<file path="config.mk">
export PLATFORM = sky130hd
export DESIGN_NAME = alu_rs_bank_flat
export DESIGN_NICKNAME = d
export VERILOG_FILES = /design/src/rtl/alu_rs_bank_if.sv /design/src/rtl/alu_rs_bank.sv /design/src/flat_wrapper.sv
export SDC_FILE = /design/constraint.sdc
export NUM_CORES = 1
export LEC_CHECK = 0
export CAP_MARGIN = 20
export CORE_MARGIN = 3
export CORE_UTILIZATION = 41
export DETAILED_ROUTE_END_ITERATION = 8
export DONT_BUFFER_PORTS = 1
export PLACE_DENSITY = 0.6
export SETUP_SLACK_MARGIN = 0.15
export SLEW_MARGIN = 15
export SYNTH_ARGS = -nofsm -noshare
export SYNTH_HDL_FRONTEND = slang
export SYNTH_SLANG_ARGS = --single-unit
</file>
<file path="constraint.sdc">
create_clock -name clk -period 3.4 [get_ports clk]
set_input_delay 0.34 -clock clk [delete_from_list [all_inputs] [get_ports clk]]
set_output_delay 0.34 -clock clk [all_outputs]
set_load 0.005 [all_outputs]
</file>
<file path="src/rtl/alu_rs_bank_if.sv">
// Dispatch, CDB snoop and execute handshake bundle for the ALU reservation-station bank.
// The slave modport is the bank; the master side is the dispatcher, CDB and ALU stage.
interface alu_rs_bank_if #(
  parameter int unsigned DATA_W = 16,
  parameter int unsigned TAG_W  = 3
);
  logic              iss_valid;
  logic              iss_ready;
  logic [3:0]        iss_op;
  logic [TAG_W-1:0]  iss_dest;
  logic [DATA_W-1:0] iss_vj;
  logic [DATA_W-1:0] iss_vk;
  logic              iss_rj;
  logic              iss_rk;
  logic [TAG_W-1:0]  iss_qj;
  logic [TAG_W-1:0]  iss_qk;

  logic              cdb_valid;
  logic [TAG_W-1:0]  cdb_tag;
  logic [DATA_W-1:0] cdb_data;

  logic              ex_valid;
  logic              ex_ready;
  logic [3:0]        ex_op;
  logic [DATA_W-1:0] ex_a;
  logic [DATA_W-1:0] ex_b;
  logic [TAG_W-1:0]  ex_dest;

  modport master (
    output iss_valid, iss_op, iss_dest, iss_vj, iss_vk, iss_rj, iss_rk, iss_qj, iss_qk,
    output cdb_valid, cdb_tag, cdb_data, ex_ready,
    input  iss_ready, ex_valid, ex_op, ex_a, ex_b, ex_dest
  );

  modport slave (
    input  iss_valid, iss_op, iss_dest, iss_vj, iss_vk, iss_rj, iss_rk, iss_qj, iss_qk,
    input  cdb_valid, cdb_tag, cdb_data, ex_ready,
    output iss_ready, ex_valid, ex_op, ex_a, ex_b, ex_dest
  );
endinterface

</file>
<file path="src/rtl/alu_rs_bank.sv">
// ALU reservation-station bank: CDB wake-up, dispatch bypass, one-deep output register.
// Macro ALU_RS_AGE_EN: oldest-first selection via age stamps; otherwise lowest index wins.
module alu_rs_bank #(
  parameter int unsigned DATA_W = 16,
  parameter int unsigned TAG_W  = 3,
  parameter int unsigned N_RS   = 4
) (
  input  logic            clk,
  input  logic            rst_n,
  input  logic            flush,
  alu_rs_bank_if.slave    bus,
  output logic [N_RS-1:0] busy
);
  localparam int unsigned IdxW = $clog2(N_RS);

  logic [N_RS-1:0]   busy_q, busy_d, rj_q, rk_q, elig;
  logic [3:0]        op_q   [N_RS];
  logic [TAG_W-1:0]  dest_q [N_RS];
  logic [TAG_W-1:0]  qj_q   [N_RS];
  logic [TAG_W-1:0]  qk_q   [N_RS];
  logic [DATA_W-1:0] vj_q   [N_RS];
  logic [DATA_W-1:0] vk_q   [N_RS];

  logic              ex_valid_q, ex_valid_d;
  logic [3:0]        ex_op_q;
  logic [DATA_W-1:0] ex_a_q, ex_b_q;
  logic [TAG_W-1:0]  ex_dest_q;

  logic              free_found, sel_found, iss_fire, load;
  logic [IdxW-1:0]   free_idx, sel_idx;
  logic              iss_rj_byp, iss_rk_byp;
  logic [DATA_W-1:0] iss_vj_byp, iss_vk_byp;

`ifdef ALU_RS_AGE_EN
  localparam int unsigned AgeW = $clog2(N_RS) + 1;
  logic [AgeW-1:0] age_cnt_q;
  logic [AgeW-1:0] age_q [N_RS];

  // Live stamps never span more than N_RS dispatches, so the sign of the wrapped difference
  // orders them correctly across counter wrap.
  function automatic logic is_older(input logic [AgeW-1:0] a, input logic [AgeW-1:0] b);
    logic [AgeW-1:0] diff;
    diff = a - b;
    return diff[AgeW-1];
  endfunction
`endif

  assign bus.iss_ready = ~&busy_q;
  assign iss_fire      = bus.iss_valid && bus.iss_ready;
  assign elig          = busy_q & rj_q & rk_q;
  assign load          = sel_found && (!ex_valid_q || bus.ex_ready);

  // Operands waiting on the tag broadcast this very cycle enter the bank already ready.
  assign iss_rj_byp = bus.iss_rj || (bus.cdb_valid && bus.cdb_tag == bus.iss_qj);
  assign iss_rk_byp = bus.iss_rk || (bus.cdb_valid && bus.cdb_tag == bus.iss_qk);
  assign iss_vj_byp = bus.iss_rj ? bus.iss_vj : bus.cdb_data;
  assign iss_vk_byp = bus.iss_rk ? bus.iss_vk : bus.cdb_data;

  always_comb begin
    free_found = 1'b0;
    free_idx   = '0;
    for (int i = 0; i < N_RS; i++) begin
      if (!busy_q[i] && !free_found) begin
        free_found = 1'b1;
        free_idx   = IdxW'(i);
      end
    end
  end

  always_comb begin
    sel_found = 1'b0;
    sel_idx   = '0;
    for (int i = 0; i < N_RS; i++) begin
      if (elig[i]) begin
`ifdef ALU_RS_AGE_EN
        if (!sel_found || is_older(age_q[i], age_q[sel_idx])) begin
`else
        if (!sel_found) begin
`endif
          sel_found = 1'b1;
          sel_idx   = IdxW'(i);
        end
      end
    end
  end

  always_comb begin
    busy_d     = busy_q;
    ex_valid_d = ex_valid_q;
    if (load) begin
      busy_d[sel_idx] = 1'b0;
      ex_valid_d      = 1'b1;
    end else if (bus.ex_ready) begin
      ex_valid_d = 1'b0;
    end
    if (iss_fire) busy_d[free_idx] = 1'b1;
    if (flush) begin
      busy_d     = '0;
      ex_valid_d = 1'b0;
    end
  end

  always_ff @(posedge clk or negedge rst_n) begin
    if (!rst_n) begin
      busy_q     <= '0;
      ex_valid_q <= 1'b0;
      ex_op_q    <= '0;
      ex_a_q     <= '0;
      ex_b_q     <= '0;
      ex_dest_q  <= '0;
`ifdef ALU_RS_AGE_EN
      age_cnt_q  <= '0;
`endif
    end else begin
      busy_q     <= busy_d;
      ex_valid_q <= ex_valid_d;
      if (load && !flush) begin
        ex_op_q   <= op_q[sel_idx];
        ex_a_q    <= vj_q[sel_idx];
        ex_b_q    <= vk_q[sel_idx];
        ex_dest_q <= dest_q[sel_idx];
      end
`ifdef ALU_RS_AGE_EN
      if (flush)         age_cnt_q <= '0;
      else if (iss_fire) age_cnt_q <= age_cnt_q + 1'b1;
`endif
    end
  end

  // Entry payload is don't-care while the entry is free, so it carries no reset.
  always_ff @(posedge clk) begin
    for (int i = 0; i < N_RS; i++) begin
      if (iss_fire && free_idx == IdxW'(i)) begin
        op_q[i]   <= bus.iss_op;
        dest_q[i] <= bus.iss_dest;
        qj_q[i]   <= bus.iss_qj;
        qk_q[i]   <= bus.iss_qk;
        vj_q[i]   <= iss_vj_byp;
        vk_q[i]   <= iss_vk_byp;
        rj_q[i]   <= iss_rj_byp;
        rk_q[i]   <= iss_rk_byp;
`ifdef ALU_RS_AGE_EN
        age_q[i]  <= age_cnt_q;
`endif
      end else begin
        if (busy_q[i] && !rj_q[i] && bus.cdb_valid && bus.cdb_tag == qj_q[i]) begin
          vj_q[i] <= bus.cdb_data;
          rj_q[i] <= 1'b1;
        end
        if (busy_q[i] && !rk_q[i] && bus.cdb_valid && bus.cdb_tag == qk_q[i]) begin
          vk_q[i] <= bus.cdb_data;
          rk_q[i] <= 1'b1;
        end
      end
    end
  end

  assign bus.ex_valid = ex_valid_q;
  assign bus.ex_op    = ex_op_q;
  assign bus.ex_a     = ex_a_q;
  assign bus.ex_b     = ex_b_q;
  assign bus.ex_dest  = ex_dest_q;
  assign busy         = busy_q;

endmodule

</file>
<file path="src/flat_wrapper.sv">
// flat-port wrapper written by rule: the top's interface ports become plain ports
module alu_rs_bank_flat 
#(
  parameter int unsigned DATA_W = 16,
  parameter int unsigned TAG_W  = 3,
  parameter int unsigned N_RS   = 4
)
  (clk, rst_n, flush, busy, bus_iss_valid, bus_iss_op, bus_iss_dest, bus_iss_vj, bus_iss_vk, bus_iss_rj, bus_iss_rk, bus_iss_qj, bus_iss_qk, bus_cdb_valid, bus_cdb_tag, bus_cdb_data, bus_ex_ready, bus_iss_ready, bus_ex_valid, bus_ex_op, bus_ex_a, bus_ex_b, bus_ex_dest);
  alu_rs_bank_if #(.DATA_W(DATA_W), .TAG_W(TAG_W)) bus_i ();
  input  logic clk;
  input  logic rst_n;
  input  logic flush;
  output logic [N_RS-1:0] busy;
  input wire logic [$bits(bus_i.iss_valid)-1:0] bus_iss_valid;
  input wire logic [$bits(bus_i.iss_op)-1:0] bus_iss_op;
  input wire logic [$bits(bus_i.iss_dest)-1:0] bus_iss_dest;
  input wire logic [$bits(bus_i.iss_vj)-1:0] bus_iss_vj;
  input wire logic [$bits(bus_i.iss_vk)-1:0] bus_iss_vk;
  input wire logic [$bits(bus_i.iss_rj)-1:0] bus_iss_rj;
  input wire logic [$bits(bus_i.iss_rk)-1:0] bus_iss_rk;
  input wire logic [$bits(bus_i.iss_qj)-1:0] bus_iss_qj;
  input wire logic [$bits(bus_i.iss_qk)-1:0] bus_iss_qk;
  input wire logic [$bits(bus_i.cdb_valid)-1:0] bus_cdb_valid;
  input wire logic [$bits(bus_i.cdb_tag)-1:0] bus_cdb_tag;
  input wire logic [$bits(bus_i.cdb_data)-1:0] bus_cdb_data;
  input wire logic [$bits(bus_i.ex_ready)-1:0] bus_ex_ready;
  output wire logic [$bits(bus_i.iss_ready)-1:0] bus_iss_ready;
  output wire logic [$bits(bus_i.ex_valid)-1:0] bus_ex_valid;
  output wire logic [$bits(bus_i.ex_op)-1:0] bus_ex_op;
  output wire logic [$bits(bus_i.ex_a)-1:0] bus_ex_a;
  output wire logic [$bits(bus_i.ex_b)-1:0] bus_ex_b;
  output wire logic [$bits(bus_i.ex_dest)-1:0] bus_ex_dest;
  assign bus_i.iss_valid = bus_iss_valid;
  assign bus_i.iss_op = bus_iss_op;
  assign bus_i.iss_dest = bus_iss_dest;
  assign bus_i.iss_vj = bus_iss_vj;
  assign bus_i.iss_vk = bus_iss_vk;
  assign bus_i.iss_rj = bus_iss_rj;
  assign bus_i.iss_rk = bus_iss_rk;
  assign bus_i.iss_qj = bus_iss_qj;
  assign bus_i.iss_qk = bus_iss_qk;
  assign bus_i.cdb_valid = bus_cdb_valid;
  assign bus_i.cdb_tag = bus_cdb_tag;
  assign bus_i.cdb_data = bus_cdb_data;
  assign bus_i.ex_ready = bus_ex_ready;
  assign bus_iss_ready = bus_i.iss_ready;
  assign bus_ex_valid = bus_i.ex_valid;
  assign bus_ex_op = bus_i.ex_op;
  assign bus_ex_a = bus_i.ex_a;
  assign bus_ex_b = bus_i.ex_b;
  assign bus_ex_dest = bus_i.ex_dest;
  alu_rs_bank #(.DATA_W(DATA_W), .TAG_W(TAG_W), .N_RS(N_RS)) u_core (.clk(clk), .rst_n(rst_n), .flush(flush), .bus(bus_i), .busy(busy));
endmodule
</file>
# Word level (Yosys, flattened, before mapping)
# Memory sizes are Yosys's and may differ from the RTL's. A register that Yosys moved wholly into a read port is not among the register bits.
# Index checks and enable logic that the tools add are counted.
[word_totals] reg_bits=13 latch_bits=0 mem_bits_rw=180 mem_bits_ro=0 inputBits=72 output_inout_bits=45 word_cells=250 memories=6
[memory_table] name="u_core.vj_q" words=4 width=16 read_ports=1 rd_clocked_by_memory_dff=1 write_ports=4 line_no="alu_rs_bank.sv:21" text="logic [DATA_W-1:0] vj_q [N_RS];"
[memory_table] name="u_core.vk_q" words=4 width=16 read_ports=1 rd_clocked_by_memory_dff=1 write_ports=4 line_no="alu_rs_bank.sv:22" text="logic [DATA_W-1:0] vk_q [N_RS];"
[memory_table] name="u_core.op_q" words=4 width=4 read_ports=1 rd_clocked_by_memory_dff=1 write_ports=1 line_no="alu_rs_bank.sv:17" text="logic [3:0] op_q [N_RS];"
[memory_table] name="u_core.dest_q" words=4 width=3 read_ports=1 rd_clocked_by_memory_dff=1 write_ports=1 line_no="alu_rs_bank.sv:18" text="logic [TAG_W-1:0] dest_q [N_RS];"
[memory_table] name="u_core.qj_q" words=4 width=3 read_ports=4 rd_clocked_by_memory_dff=0 write_ports=1 line_no="alu_rs_bank.sv:19" text="logic [TAG_W-1:0] qj_q [N_RS];"
[memory_table] name="u_core.qk_q" words=4 width=3 read_ports=4 rd_clocked_by_memory_dff=0 write_ports=1 line_no="alu_rs_bank.sv:20" text="logic [TAG_W-1:0] qk_q [N_RS];"
[classes] add_sub_neg=0 n_mul=0 div=0 order_cmp=4 n_eq_ne=13 n_shift=0 muxes=120 bitwise=13 reduce_logical=84
[op_table] op="16-bit 2-to-1 mux" count=10
[op_table] op="1-bit 2-to-1 mux" count=74
[op_table] op="1-bit logical AND" count=38
[op_table] op="2-bit 2-to-1 mux" count=19
[op_table] op="3-bit == test" count=10
[op_table] op="3-bit 2-to-1 mux" count=9
[op_table] op="3-bit OR reduction" count=9
[op_table] op="4-bit 2-to-1 mux" count=6
[op_table] op="1-bit zero test" count=20
[op_table] op="2-bit nonzero test" count=8
[op_table] op="4-bit AND" count=3
[op_table] op="4-bit OR reduction" count=3
[op_table] op="1-bit bitwise OR" count=8
[op_table] op="2-bit by 3-bit < comparator with 1-bit output, second input constant" count=2
[op_table] op="1-bit demux with 2-bit select" count=2
[op_table] op="2-bit == test, second input constant" count=2
[op_table] op="2-bit by 1-bit >= comparator with 1-bit output, second input constant" count=2
[op_table] op="4-bit NOT" count=1
[op_table] op="4-bit bitwise OR" count=1
[op_table] op="4-bit AND reduction" count=1
[op_table] op="1-bit logical OR" count=3
[op_table] op="3-bit nonzero test" count=1
[op_table] op="2-bit by 1-bit == test with 1-bit output, second input constant" count=1
[op_table] op="2-bit zero test" count=1

# Logic depth before layout (Yosys ltp)
# Gate-level depths: netlist of the first run.
[logic_depth] word_depth=19 mapped_depth=8 ltp_nobuf=4

# Worst setup path after synthesis of the first run
# Ideal clock, no wire load.
[synth_timing] path_kind="reg2reg" startpoint="register u_core.busy_q[0] (netlist: u_core.busy[0])" endpoint="register u_core.rj_q[2] (enable)" setup_ns=0.415 arrival_time_ns=2.050 setup_slack_ns=0.936 path_stages_with_launch=4 n_path_buf=1 cell_sequence="dfrtp_1 > clkbuf_1 > nand3_1 > o21ai_0"
[synth_between] elab_chain_len=11 word_cells_on_any_way=17 cone_classes="1 x eq/ne; 6 x mux; 10 x reduce/logical"
[synth_rtl] element="start: declaration" line_no="alu_rs_bank.sv:16" text="logic [N_RS-1:0] busy_q, busy_d, rj_q, rk_q, elig;"
[synth_rtl] element="start signal: assignment" line_no="alu_rs_bank.sv:115" text="busy_q <= busy_d;"
[synth_rtl] element="1-bit 2-to-1 mux or 1-bit logical AND (tied branches)" line_no="alu_rs_bank.sv:63" text="if (!busy_q[i] && !free_found) begin"
[synth_rtl] element="1-bit 2-to-1 mux" line_no="alu_rs_bank.sv:63"
[synth_rtl] element="1-bit zero test" line_no="alu_rs_bank.sv:63"
[synth_rtl] element="1-bit logical AND" line_no="alu_rs_bank.sv:63"
[synth_rtl] element="1-bit 2-to-1 mux" line_no="alu_rs_bank.sv:63"
[synth_rtl] element="1-bit zero test" line_no="alu_rs_bank.sv:63"
[synth_rtl] element="1-bit logical AND" line_no="alu_rs_bank.sv:63"
[synth_rtl] element="2-bit 2-to-1 mux" line_no="alu_rs_bank.sv:63"
[synth_rtl] element="2-bit == test" line_no="alu_rs_bank.sv:133" text="if (iss_fire && free_idx == IdxW'(i)) begin"
[synth_rtl] element="1-bit logical AND *" line_no="alu_rs_bank.sv:133"
[synth_rtl] element="2-bit nonzero test (no source line) *"
[synth_rtl] element="end signal: indexed assignment" line_no="alu_rs_bank.sv:140" text="rj_q[i] <= iss_rj_byp;"
[synth_rtl] element="end: declaration" line_no="alu_rs_bank.sv:16"
# Every way passes the cells marked *; elsewhere a longest branch is shown, timed or not.
# A chain may end at the register's enable or synchronous reset.

# Final worst setup path of the first run
[layout_timing] startpoint="register u_core.busy_q[0] (netlist: u_core.busy[0])" endpoint="register u_core.ex_b_q[11] (netlist: u_core.bus.ex_b[11]) (read register of u_core.vk_q)"
[layout_between] elab_chain_len=9 word_cells_on_any_way=14 cone_classes="10 x mux; 2 x bitwise; 2 x reduce/logical"
[layout_rtl] element="4-bit AND * (2 in a row)" line_no="alu_rs_bank.sv:50" text="assign elig = busy_q & rj_q & rk_q;"
[layout_rtl] element="1-bit 2-to-1 mux *" line_no="alu_rs_bank.sv:74" text="if (elig[i]) begin"
[layout_rtl] element="1-bit 2-to-1 mux" line_no="alu_rs_bank.sv:78" text="if (!sel_found) begin"
[layout_rtl] element="2-bit 2-to-1 mux" line_no="alu_rs_bank.sv:74"
[layout_rtl] element="2-bit 2-to-1 mux" line_no="alu_rs_bank.sv:78"
[layout_rtl] element="2-bit 2-to-1 mux" line_no="alu_rs_bank.sv:74"
[layout_rtl] element="2-bit 2-to-1 mux" line_no="alu_rs_bank.sv:78"
[layout_rtl] element="2-bit 2-to-1 mux" line_no="alu_rs_bank.sv:74"
[layout_rtl] element="end: declaration" line_no="alu_rs_bank.sv:26" text="logic [DATA_W-1:0] ex_a_q, ex_b_q;"
# Marks and branches as above.

==> results.tsv, run 1 <==
metric	value	unit
status	complete, no violations	
Highest Clock Rate	431	MHz
core area	27000	um2
Skew-Pair Late Insertion Delay	0.51	ns
TritonCTS Sinks	232	
DRC viols	0	
Total Routed Length	31.8	mm
I/O Buffers	0	
Die ar.	29500	um2
routability-driven placement congestion ratio	0.780	
worst-margin pin slew	0.924	ns
WL per Instance	26.0	um
Cell Area, Synth	11300	um2
pin count of the biggest net entering global routing	52	
worst rel slew slack	0.384	
synthesis-to-finish area growth	12.3	%
vias in the first global route	7675	
Synth top area share	0.501	
worst path required time	3.86	ns
Period minus WS final	2.32	ns
first-pass GRT wire length	48.1	mm
Congestion Overflow GR	0	
Synth warnings	0	
root buf cell	clkbuf_16	
critical path class	flop to flop	
Synth area leader	edfxtp_1	
Max Cap Viol	0	
LEAKAGE	0.00447	uW
Clock Skew	0.00662	ns
fillcell total	2416	
P per Cell Area	545	nW/um2
Synth Flop Type	edfxtp_1	
net count after synthesis	932	
register bit count reported by yosys	232	
Vias per Instance	5.98	
internal power	5300	uW
unrepaired setup endpoints after global routing	false	
nets	935	
largest cells by area after synthesis	edfxtp_1 (50%), mux2_2 (13%), dfrtp_1 (9.8%), and4_1 (2.6%), a21o_1 (2.6%)	
crit path DAT	2.78	ns
cell count after synthesis	860	
Avg Inst Size Synth	13.1	um2
Iter 0 DRT Violations	430	
Worst Setup SP	u_core.busy[0]	
max-slew violations	0	
Post-synth EDFFs	188	
Hold Crit Start	bus_iss_vk[6]	
# diodes	0	
post-CTS resize count	0	
Placed Area	11700	um2
HPWL after DPL	19.4	mm
type of the worst min-delay path	input port to flop	
Worst-path clk slew	0.06	ns
Setup TNS	0	ns
Place WS	1.09	ns
Die Wd	172	um
CTS buffer count	25	
Setup violations, final	0	
row count	60	
RR Startpoint	u_core.busy[0]	
Cells after DPL	1161	
Final Cycle Share	0.683	
CTS Buffer Depth	3	
Worst setup EP type	flop	
Core Util, Final	0.469	
Top Ports	117	
Die Height	172	um
buffer count from post-CTS setup fixing	0	
switching pwr	1610	uW
Sw Share	0.233	
H-tree lvl count	1	
startpoint types	flop	
critical path peak fanout	39	
Netlist cell types	34	
share of cells above drive strength 1	0.242	
Initial Utilization	0.417	
ys async rst share	0.190	
share of power burned in the clock network	0.389	
Design Area, Final	12700	um2
Worst VDD drop	0.362	mV
initial antenna violation count	0	
Final WS setup	1.08	ns
Final Hold Viols	0	
routed via count	7308	
post-route insts no fill	1222	
Final ANT Viol Nets	0	
GRT Overall Usage	0.216	
register area share after synthesis	0.598	
CTS tree	done	
Combinational Power Share	0.107	
Reg power frac	0.504	
drt pass-1 iters	5	
cts hold-fix bufs	16	
-- synthesized netlist by cell type, types with 30 or more instances --
| cell | n |
|---|---|
| dfrtp_1 | 44 |
| nand2_1 | 70 |
| nand3_1 | 44 |
| o21bai_1 | 34 |
| xnor2_1 | 30 |
| a21o_1 | 39 |
| edfxtp_1 | 188 |
| and4_1 | 34 |
| a31oi_1 | 34 |
| mux2_2 | 128 |
| clkbuf_1 | 48 |
| nor2_1 | 44 |
-- per-layer routing --
| layer | share of wire | vias to the layer above | GRT usage |
|---|---|---|---|
| li1 | - | 3338 | - |
| met1 | 0.41 | 3733 | 0.267 |
| met4 | 0.028 | 0 | 0.0708 |
| met3 | 0.069 | 50 | 0.0513 |
| met2 | 0.50 | 187 | 0.374 |
| met5 | 0 | - | 0 |
-- registers in the layout (all words and copies together) (netlist names) --
signal               cells
u_core.bus.ex_a         16
u_core.bus.ex_dest       3
u_core.qj_q             12
u_core.rk_q              4
u_core.op_q             16
u_core.bus.ex_b         16
u_core.vk_q             64
u_core.bus.ex_valid      1
u_core.vj_q             64
u_core.dest_q           12
u_core.busy              4
u_core.qk_q             12
u_core.rj_q              4
u_core.bus.ex_op         4
-- critical path, cell delays in order, from the launching register on --
cell and delay (ns):
dfrtp_1 0.66, and3_4 0.29, or4_4 0.82, a221oi_1 0.35, a21o_1 0.12
-- path summary, 6_finish.rpt --
kind | to | slack (ns) | cells after the start
worst max-delay path | u_core.bus.ex_b[11] | 1.08 | 4
max in group asynchronous | u_core.bus.ex_dest[1] | 2.77 | 2
worst min register to register | u_core.bus.ex_a[2] | 0.61 | 2
min in group asynchronous | u_core.bus.ex_b[0] | 0.39 | 2
worst min-delay path | u_core.vk_q[3][6] | 0.04 | 1
worst max register to register | u_core.bus.ex_b[11] | 1.08 | 4
-- cells by family (layout without fill, tap and decap cells) --
group,after synthesis,after routing,share of synthesized area
and+or+nand+nor,228,228,0.106
buffers and inverters,75,96,0.0291
DFF,232,232,0.598
muxes,128,128,0.128
AOI/OAI and AO/OA,167,167,0.115
xor gates and xnor gates,30,30,0.0233
-- cell type report --
cell class	instances	area (um2)	area share
clock buffers	40	732	0.0578
multi-input cells	553	4230	0.334
inverters	3	11.3	0.000889
flip-flops and latches	232	6750	0.533
clock inverters	5	71.3	0.00563
well taps	341	427	0.0337
repair buffers	48	443	0.0350
-- through the flow --
step                total power [uW]  hold WS (ns)
floorplan                       4030        0.0444
detailed placement              4250        0.0476
finish                          6910        0.0413
global placement                4230        0.0478
CTS                             6970        0.0217
global route                    7160        0.0228
-- power groups by stage --
stage,Sequential [uW],Clock (uW),Combinational [uW]
global route,3520,2830,811
global placement,3550,0,684
floorplan,3460,0,567
CTS,3490,2730,744
finish,3480,2680,740
detailed placement,3550,0,702
-- layout by cell type, fill, tap and decap left out, types with 2 or more instances in the layout --
master	instances
a21o_1	39
a21oi_1	8
a221oi_1	29
a221oi_2	10
a2bb2oi_1	5
a31oi_1	34
a41oi_1	2
and3_1	2
and3b_1	8
and4_1	34
buf_12	2
buf_4	30
bufinv_16	2
clkbuf_1	10
clkbuf_16	25
clkbuf_8	5
clkinv_1	3
dfrtp_1	44
dlygate4sd3_1	15
edfxtp_1	188
inv_1	3
mux2_2	128
nand2_1	69
nand3_1	43
nand4_1	15
nor2_1	43
nor3_1	2
o21ai_0	2
o21bai_1	34
or2_2	2
or3_1	2
xnor2_1	30
Power figures use the tool's default switching activity.
==> run 2: changes to the inputs <==
clock period = 2.4 ns   (was 3.4 ns; I/O delays follow)
==> results.tsv, run 2 (synthesized netlist as in run 1, its figures left out) <==
metric	value	unit	change
Setup violations, final	0		unchanged
CTS Buffer Depth	3		unchanged
vias in the first global route	7920		+3.2%
type of the worst min-delay path	input port to flop		
FF-to-FF setup slack	0.24	ns	-0.84 ns
total power	10400	uW	+51%
share of cells above drive strength 1	0.253		+0.0116
LEAKAGE	0.00483	uW	+8.3%
unrepaired setup endpoints after global routing	true		
initial antenna violation count	1		+1
core area	27000	um2	unchanged
Worst setup EP type	flop		
status	complete, no violations		
critical path class	flop to flop		
Total Routed Length	32.2	mm	+1.2%
row count	60		unchanged
Die Wd	172	um	unchanged
routability-driven placement congestion ratio	0.793		+1.6%
fillcell total	2332		-3.5%
root buf cell	clkbuf_16		
pin count of the biggest net entering global routing	45		-13%
Top Ports	117		unchanged
Die Height	172	um	unchanged
Iter 0 DRT Violations	561		+30%
Vias per Instance	5.95		-0.51%
first-pass GRT wire length	49.1	mm	+2.0%
critical path peak fanout	39		unchanged
Congestion Overflow GR	0		unchanged
worst rel slew slack	0.587		+0.203
worst-margin pin slew	0.620	ns	-0.305 ns
Die ar.	29500	um2	unchanged
I/O Buffers	0		unchanged
most frequent cells in the layout	edfxtp_1 (188), mux2_2 (128), nand2_1 (69)		
Period minus WS final	2.16	ns	-0.160 ns
Final Hold Viols	0		unchanged
Initial Utilization	0.417		unchanged
P per Cell Area	773	nW/um2	+42%
TritonCTS Sinks	232		unchanged
CP Cell Sequence	and3_4 -> or4_4 -> a221oi_1 -> a21o_1		
Worst Reg2Reg Path Length in Cells	4		unchanged
CTS tree	done		
Placed Area	11800	um2	+1.1%
Hold Crit Start	flush		
routed via count	7693		+5.3%
Final Cycle Share	0.901		+0.218
startpoint types	flop		
DRC viols	0		unchanged
crit path DAT	2.61	ns	-0.17 ns
worst path required time	2.84	ns	-1.02 ns
Worst VDD drop	0.361	mV	-0.20%
Setup TNS	0	ns	unchanged
drt pass-1 iters	5		unchanged
Highest Clock Rate	463	MHz	+7.4%
Skew-Pair Late Insertion Delay	0.52	ns	about the same
CTS buffer count	26		+4.0%
commonest non-fill, non-tap cell in the layout	edfxtp_1		
nets	1003		+7.3%
sequential cell area	6750	um2	unchanged
RR Startpoint	u_core.rj_q[0]		
Reg-to-Reg End	u_core.bus.ex_a[14]		
Hold Crit Depth	3		+2
Max stage delay cell, worst path	or4_4		
max-slew violations	0		unchanged
Max Cap Viol	0		unchanged
synthesis-to-finish area growth	19.3	%	
area taken by multi-input logic gates	4230	um2	unchanged
Design Area, Final	13400	um2	+6.2%
Largest regs	u_core.vj_q (64), u_core.vk_q (64)		
Core Util, Final	0.498		+0.0290
Clock Skew	0.0155	ns	+0.00887 ns
GRT Overall Usage	0.218		+0.00188
WL per Instance	24.9	um	-4.4%
hold endpoint	u_core.bus.ex_a[3]		
H-tree lvl count	1		unchanged
Worst-path clk slew	0.06	ns	about the same
Final ANT Viol Nets	0		unchanged
max incr delay on CP	0.81	ns	about the same
HPWL after DPL	20.0	mm	+3.1%
run 2: power by group:
part / leakage (uW) / internal (uW) / switching (uW)
Sequential: 0.00229 / 4700 / 245
Clock: 0.000459 / 2670 / 1590
Combinational: 0.00209 / 600 / 605
run 2: worst max-delay path: cells and delay by family, from the launching register on:
family / cells / cell delay [ns]
DFF: 1 / 0.55
AOI/OAI and AO/OA: 2 / 0.45
and+or+nand+nor: 2 / 1.07
run 2: how the worst max path moves through the flow:
stage              startpoint                  end  depth (start not counted)
6_report       u_core.rj_q[0]  u_core.bus.ex_a[14]                          4
2_1_floorplan  u_core.busy[0]       u_core.rj_q[2]                          3
4_1_cts        u_core.rj_q[0]  u_core.bus.ex_a[14]                          4
3_3_place_gp   u_core.rj_q[0]   u_core.bus.ex_b[3]                          4
3_5_place_dp   u_core.rj_q[0]  u_core.bus.ex_a[12]                          4
5_1_grt        u_core.rj_q[0]   u_core.bus.ex_b[6]                          4
run 2: routing by layer:
layer | part of all wire | vias up | wire, um | GRT usage
met1 | 0.41 | 3894 | 13300 | 0.285
met3 | 0.067 | 47 | 2160 | 0.0414
li1 | - | 3470 | - | -
met5 | 0 | - | 0 | 0
met2 | 0.50 | 282 | 16000 | 0.375
met4 | 0.022 | 0 | 722 | 0.0555
run 2: timing repair:
action | 4_1_cts | 5_1_grt
setup buffers | 0 | 0
hold buffers | 66 | 0
endpoints found under the setup margin | 0 | 13
gates resized for setup | 0 | 1
endpoints found under the hold margin | 237 | 0
run 2: cell type report:
cell class	count	share of cell area
antenna	1	0.000186
clock buffer	37	0.0575
clock inverter	11	0.0119
inverter	3	0.000837
multi-input combinational	553	0.315
sequential	232	0.502
tap	341	0.0317
timing repair buffer	115	0.0814
run 2: through the flow:
| stage | hold slack (ns) | cells | worst slack [ns] |
|---|---|---|---|
| 2_1_floorplan | -0.0556 | 860 | -0.0644 |
| 3_3_place_gp | -0.0522 | 1177 | 0.321 |
| 3_5_place_dp | -0.0528 | 1177 | 0.268 |
| 4_1_cts | 0.0275 | 1291 | 0.249 |
| 5_1_grt | 0.0590 | 1293 | 0.104 |
| 6_report | 0.0478 | 1293 | 0.238 |
